==> src/rtl/muxn_pkg.sv <==
// muxn_pkg: shared types and helpers for the muxn_rr round-robin stream multiplexer.
package muxn_pkg;

  // Arbitration FSM: IDLE picks a channel, LOCK streams it until its last beat.
  typedef enum logic {
    IDLE = 1'b0,
    LOCK = 1'b1
  } state_e;

  // Width of a channel index; a single-channel mux still carries a 1-bit select.
  function automatic int sel_width(input int n);
    return (n > 1) ? $clog2(n) : 1;
  endfunction

endpackage

==> src/rtl/muxn_arb.sv <==
// muxn_arb: combinational wrap-around priority finder for muxn_rr.
// Searches req upward starting at ptr, wrapping N-1 to 0.
// With MUXN_RR_FIXED_PRIO_EN defined, ptr is ignored and the lowest-index request wins.
module muxn_arb
  import muxn_pkg::*;
#(
  parameter int N  = 4,
  parameter int SW = sel_width(N)
) (
  input  logic [N-1:0]  req,
  input  logic [SW-1:0] ptr,
  output logic          any,
  output logic [SW-1:0] idx
);

`ifdef MUXN_RR_FIXED_PRIO_EN

  logic unused_ptr;
  assign unused_ptr = ^ptr;

  // Fixed priority: the first requesting channel counting up from zero wins.
  always_comb begin
    any = 1'b0;
    idx = '0;
    for (int k = 0; k < N; k++) begin
      if (!any && req[k]) begin
        any = 1'b1;
        idx = SW'(k);
      end
    end
  end

`else

  logic [SW-1:0] cand;

  // Round robin: walk the channels starting at ptr and take the first request seen.
  always_comb begin
    any  = 1'b0;
    idx  = '0;
    cand = '0;
    for (int i = 0; i < N; i++) begin
      cand = SW'((int'(ptr) + i) % N);
      if (!any && req[cand]) begin
        any = 1'b1;
        idx = cand;
      end
    end
  end

`endif

endmodule

==> src/rtl/muxn_rr.sv <==
// muxn_rr: N-channel, W-bit valid/ready stream mux with round-robin arbitration,
// packet locking and a registered output stage.
// Optional build macro MUXN_RR_FIXED_PRIO_EN switches to fixed lowest-index priority
// and removes the round-robin pointer.
module muxn_rr
  import muxn_pkg::*;
#(
  parameter  int N  = 4,
  parameter  int W  = 8,
  localparam int SW = sel_width(N)
) (
  input  logic           clk,
  input  logic           rst,
  input  logic [N*W-1:0] in_data,
  input  logic [N-1:0]   in_valid,
  input  logic [N-1:0]   in_last,
  output logic [N-1:0]   in_ready,
  output logic [W-1:0]   out_data,
  output logic           out_valid,
  output logic           out_last,
  output logic [SW-1:0]  out_sel,
  input  logic           out_ready
);

  state_e        state_q, state_d;
  logic [SW-1:0] g_q, g_d;
  logic [W-1:0]  out_data_q, out_data_d;
  logic          out_valid_q, out_valid_d;
  logic          out_last_q, out_last_d;
  logic [SW-1:0] out_sel_q, out_sel_d;

  logic [SW-1:0] arb_ptr;
  logic          arb_any;
  logic [SW-1:0] arb_idx;

  logic [W-1:0]  sel_data;
  logic          sel_valid;
  logic          sel_last;
  logic          grant_ready;
  logic          accept;

`ifdef MUXN_RR_FIXED_PRIO_EN
  assign arb_ptr = '0;
`else
  logic [SW-1:0] ptr_q, ptr_d;
  assign arb_ptr = ptr_q;
`endif

  muxn_arb #(
    .N  (N),
    .SW (SW)
  ) u_arb (
    .req (in_valid),
    .ptr (arb_ptr),
    .any (arb_any),
    .idx (arb_idx)
  );

  // Pick out the granted channel's data, valid and last.
  always_comb begin
    sel_data  = '0;
    sel_valid = 1'b0;
    sel_last  = 1'b0;
    for (int k = 0; k < N; k++) begin
      if (g_q == SW'(k)) begin
        sel_data  = in_data[k*W +: W];
        sel_valid = in_valid[k];
        sel_last  = in_last[k];
      end
    end
  end

  // The granted channel is ready whenever the output register is empty or draining.
  always_comb begin
    grant_ready = !out_valid_q || out_ready;
    in_ready    = '0;
    if (state_q == LOCK) begin
      for (int k = 0; k < N; k++) begin
        if (g_q == SW'(k)) begin
          in_ready[k] = grant_ready;
        end
      end
    end
  end

  assign accept = (state_q == LOCK) && sel_valid && grant_ready;

  // Next-state logic: arbitration in IDLE, beat transfer and packet end in LOCK.
  always_comb begin
    state_d     = state_q;
    g_d         = g_q;
    out_data_d  = out_data_q;
    out_valid_d = out_valid_q;
    out_last_d  = out_last_q;
    out_sel_d   = out_sel_q;
`ifndef MUXN_RR_FIXED_PRIO_EN
    ptr_d       = ptr_q;
`endif

    if (out_valid_q && out_ready) begin
      out_valid_d = 1'b0;
    end

    unique case (state_q)
      IDLE: begin
        if (arb_any) begin
          g_d     = arb_idx;
          state_d = LOCK;
        end
      end
      LOCK: begin
        if (accept) begin
          out_data_d  = sel_data;
          out_last_d  = sel_last;
          out_sel_d   = g_q;
          out_valid_d = 1'b1;
          if (sel_last) begin
            state_d = IDLE;
`ifndef MUXN_RR_FIXED_PRIO_EN
            ptr_d   = (g_q == SW'(N - 1)) ? '0 : g_q + SW'(1);
`endif
          end
        end
      end
      default: state_d = IDLE;
    endcase
  end

  // State, grant, pointer and output registers with synchronous reset.
  always_ff @(posedge clk) begin
    if (rst) begin
      state_q     <= IDLE;
      g_q         <= '0;
      out_data_q  <= '0;
      out_valid_q <= 1'b0;
      out_last_q  <= 1'b0;
      out_sel_q   <= '0;
`ifndef MUXN_RR_FIXED_PRIO_EN
      ptr_q       <= '0;
`endif
    end else begin
      state_q     <= state_d;
      g_q         <= g_d;
      out_data_q  <= out_data_d;
      out_valid_q <= out_valid_d;
      out_last_q  <= out_last_d;
      out_sel_q   <= out_sel_d;
`ifndef MUXN_RR_FIXED_PRIO_EN
      ptr_q       <= ptr_d;
`endif
    end
  end

  assign out_data  = out_data_q;
  assign out_valid = out_valid_q;
  assign out_last  = out_last_q;
  assign out_sel   = out_sel_q;

endmodule

==> config.mk <==
export PLATFORM = sky130hd
export DESIGN_NAME = muxn_rr
export DESIGN_NICKNAME = d
export VERILOG_FILES = /design/src/rtl/muxn_pkg.sv /design/src/rtl/muxn_arb.sv /design/src/rtl/muxn_rr.sv
export SDC_FILE = /design/constraint.sdc
export NUM_CORES = 1
export LEC_CHECK = 0
export CAP_MARGIN = 20
export CORE_ASPECT_RATIO = 1.75
export CORE_MARGIN = 2
export CORE_UTILIZATION = 36
export DETAILED_ROUTE_END_ITERATION = 10
export HOLD_SLACK_MARGIN = 0.02
export PLACE_DENSITY_LB_ADDON = 0.3
export SETUP_SLACK_MARGIN = 0.2
export SYNTH_ARGS = -nofsm -noshare
export SYNTH_HDL_FRONTEND = slang
export SYNTH_SLANG_ARGS = --single-unit
==> constraint.sdc <==
create_clock -name clk -period 1.85 [get_ports clk]
set_input_delay 0.185 -clock clk [delete_from_list [all_inputs] [get_ports clk]]
set_output_delay 0.185 -clock clk [all_outputs]
set_load 0.01 [all_outputs]
==> flow_results.org <==
** Logic synthesis
- Mean instance size in the synthesized netlist :: 8.24 sq um
- Synth Cell Area :: 1190 sq um
- Flip-flop and latch count after synthesis :: 17
- Sequential elements use 28.5% of the synthesized area.
- Yosys printed 0 warnings.
- Of all flip-flops after synthesis, the portion carrying an async set or reset was 0%.
- Netlist cell types :: 33
- Syn_nets :: 192
- Counting every instance in the synthesized netlist gives 145.
- Number of synthesized flops with an enable pin :: 0
- For this run, the leading register cell type out of synthesis is dfxtp_1.

** Final layout
- The repair_antennas step left the layout with diodes totalling 0.
- The net count of the finished layout is 277.
- Layout Area Growth over Synthesis :: 94.9%
- The filler cells instantiated in the layout total 233.
- Number of standard cells in the final layout excluding fillers :: 272
- Highest-count cells in the layout ignoring fill and taps :: clkdlybuf4s50_1 (54), buf_4 (22), dfxtp_1 (15)
- Most common cell after layout, fill and taps aside :: clkdlybuf4s50_1
- Cells with a size suffix above 1 make up 31.4% of the layout.

** Die
- After floorplanning, the core was divided into 27 placement rows.
- The floorplan step defined a die boundary enclosing 3810 sq um.
- After floorplanning, the core was sized to cover 3180 sq um.
- Vertical extent of the die :: 80.2 um
- Measured along the x axis, the die boundary spans 47.6 um.
- Boundary pin count :: 59
- For this configuration, the core starts out at a cell density of 37.6%.

** Detailed routing
- The detailed router finished its first iteration with 67 violations.
- In the final routed layout, each cell accounts on average for 17.7 um.
- Antenna-violating nets left :: 0
- Drt drc :: 0
- Via density :: 5.78
- The first detailed-routing pass took 4 iterations.
- The final route contains 1572 vias.
- The final layout contains routed wiring with a total length of 4820 um.

** Worst hold path
- Hold WC Path Type :: reg2reg
- The worst hold path passes through 2 cells.
- In this run the most critical hold path is launched from out_sel[1].

** Clocking
- After clock tree synthesis, the clock-pin slew on the worst setup and hold paths is 60 ps.
- For this design, the CTS-stage hold fixing added 0 buffers.
- CTS sink count :: 17
- The clock passes through at most 2 buffers.
- Root Driver :: clkbuf_8
- CTS tree :: built
- H-tree depth :: 1
- Clock latency reported for the late side of the worst-skew pair :: 250 ps
- Cts bufs inserted :: 3

** Global routing
- Initial antenna violation count :: 0
- Global-route met3 utilization :: 4.27%
- Entering global routing, the biggest net connects 15 pins.
- Global routing used 23.2% of the available tracks across all layers.
- After global routing, the most crowded layer is met2.
- Met1 usage in global routing :: 22.2%
- The first global-routing pass estimated 6560 um of wire.
- The number of global-route vias before repair came to 1504.
- For this run, global-route usage on met2 was measured as 44.1%.
- Grt ovf :: 0

** Critical path
- Req. time, crit path :: 2020 ps
- The worst register-to-register path has a depth of 7.
- For the worst setup path, the data arrival time is 2000 ps.
- The worst setup path is of the reg2reg kind.
- Worst setup path startpoint :: g_q[0]
- Reg2reg start :: g_q[0]
- CP startpoint kind :: flop
- Crit path capture type :: flop
- Of all nets on the critical path, the largest fanout is 6.

** STA
- Final number of max-transition violations :: 0
- The clock arrives with 1.32 ps of skew.
- At the pin with the least slew margin, the transition time is 914 ps.
- The worst path uses 98.9% of the clock period.
- The final count of hold timing violations was 0.
- Maximum clock rate :: 546 MHz
- Final period demand of the worst path :: 1830 ps
- The worst pin sits at a relative slew slack of 39.0%.
- Setup repair after global routing could not meet its margin everywhere.
- Setup violations remaining at the end of the flow were counted as 0.
- Setup TNS Final :: 0 ps

** Placed design
- Weighted congestion at the end of routability-driven global placement :: 0.958
- Input and output buffers added on the ports amount to 58.
- Placed cells :: 252
- After legalization and detailed placement, the total HPWL measured 3210 um.

** Pwr
- In this run the static leakage power is 0.913 nW.
- VDD sags by at most 630 uV.
- Cell area power density :: 705 nW/um^2

** Job
- The tool flagged a number of max-cap violations equal to 0.

** Run status
- The run finished with clean final reports.
-- flip-flops by register name, summed over array words and instances, names as in the netlist --
register   count
arb_ptr        2
state_q        1
out_data       8
g_q            2
out_valid      1
out_sel        2
out_last       1
-- area by class of cell --
type	count	area, sq um	area share, %
multi-input combinational	102	920	39.5
timing repair buffer	91	901	38.7
sequential	17	348	14.9
inverter	15	61.3	2.63
tap	43	53.8	2.31
clock buffer	4	45.0	1.93
-- kinds of logic (layout without fill, tap and decap cells) --
family                   after synthesis  after routing  synth area share [%]
buffers and inverters                 27            110                  9.95
AND/OR/NAND/NOR                       43             44                  20.4
adder cells (fa/ha/maj)                4              4                  4.19
AO/OA/AOI/OAI                         52             52                  35.3
multiplexers                           2              2                  1.68
flip-flops                            17             17                  28.5
-- Yosys cell counts, types with 2 or more instances --
master / instances / area, sq um
a221oi_1: 8 / 70.1
nor2_1: 3 / 11.3
mux2i_1: 2 / 20.0
nand4_1: 2 / 12.5
nand3_1: 3 / 15.0
a221o_1: 2 / 20.0
buf_2: 5 / 25.0
nand3b_1: 2 / 15.0
clkbuf_1: 5 / 18.8
a31oi_1: 9 / 56.3
nand2b_1: 8 / 50.1
ha_1: 4 / 50.1
nor2b_1: 2 / 12.5
and3_1: 7 / 43.8
a311oi_1: 9 / 78.8
a211o_1: 8 / 70.1
dfxtp_1: 17 / 340
a21oi_1: 8 / 40.0
inv_1: 15 / 56.3
o31ai_1: 2 / 15.0
nand2_1: 12 / 45.0
-- routing by layer --
metal / part of all wire [%] / wire (um)
met5: 0 / 0
met4: 3.3 / 161
met3: 5.8 / 281
met2: 58 / 2810
met1: 33 / 1570
-- metrics by stage --
step	total power, mW	setup WS, ps	utilization, %	hold slack, ps	instance area, sq um
4_1_cts	1.48	23.1	66.7	502	2120
6_report	1.64	20.0	73.3	500	2330
2_1_floorplan	0.831	123	-	357	1240
3_3_place_gp	1.13	19.7	61.1	466	1940
3_5_place_dp	1.15	3.04	61.1	486	1940
5_1_grt	1.73	-60.5	73.3	526	2330
-- repair_timing --
action,4_1_cts,5_1_grt
pin swaps,9,9
gates cloned,0,3
hold endpoints to repair,0,0
gates resized for setup,28,20
setup buffers,5,8
endpoints found under the setup margin,18,18
-- critical path: stages (launching register included) --
cell and delay, ps:
dfxtp_4 380, ha_4 170, buf_6 130, or3b_4 430, nand3_4 130, nor3_4 70
buf_12 190, a311oi_2 250
-- power breakdown --
part / total [mW] / switching [mW] / internal, mW
clock network: 0.280 / 0.127 / 0.153
logic: 0.886 / 0.396 / 0.491
registers: 0.476 / 0.0562 / 0.419
-- final timing paths --
kind                 endpoint  slack (ps)
setup / recovery  out_data[4]          20
hold / removal     out_sel[1]         500
setup reg to reg  out_data[4]          20
hold reg to reg    out_sel[1]         500
(Power assumes the default switching activity.)
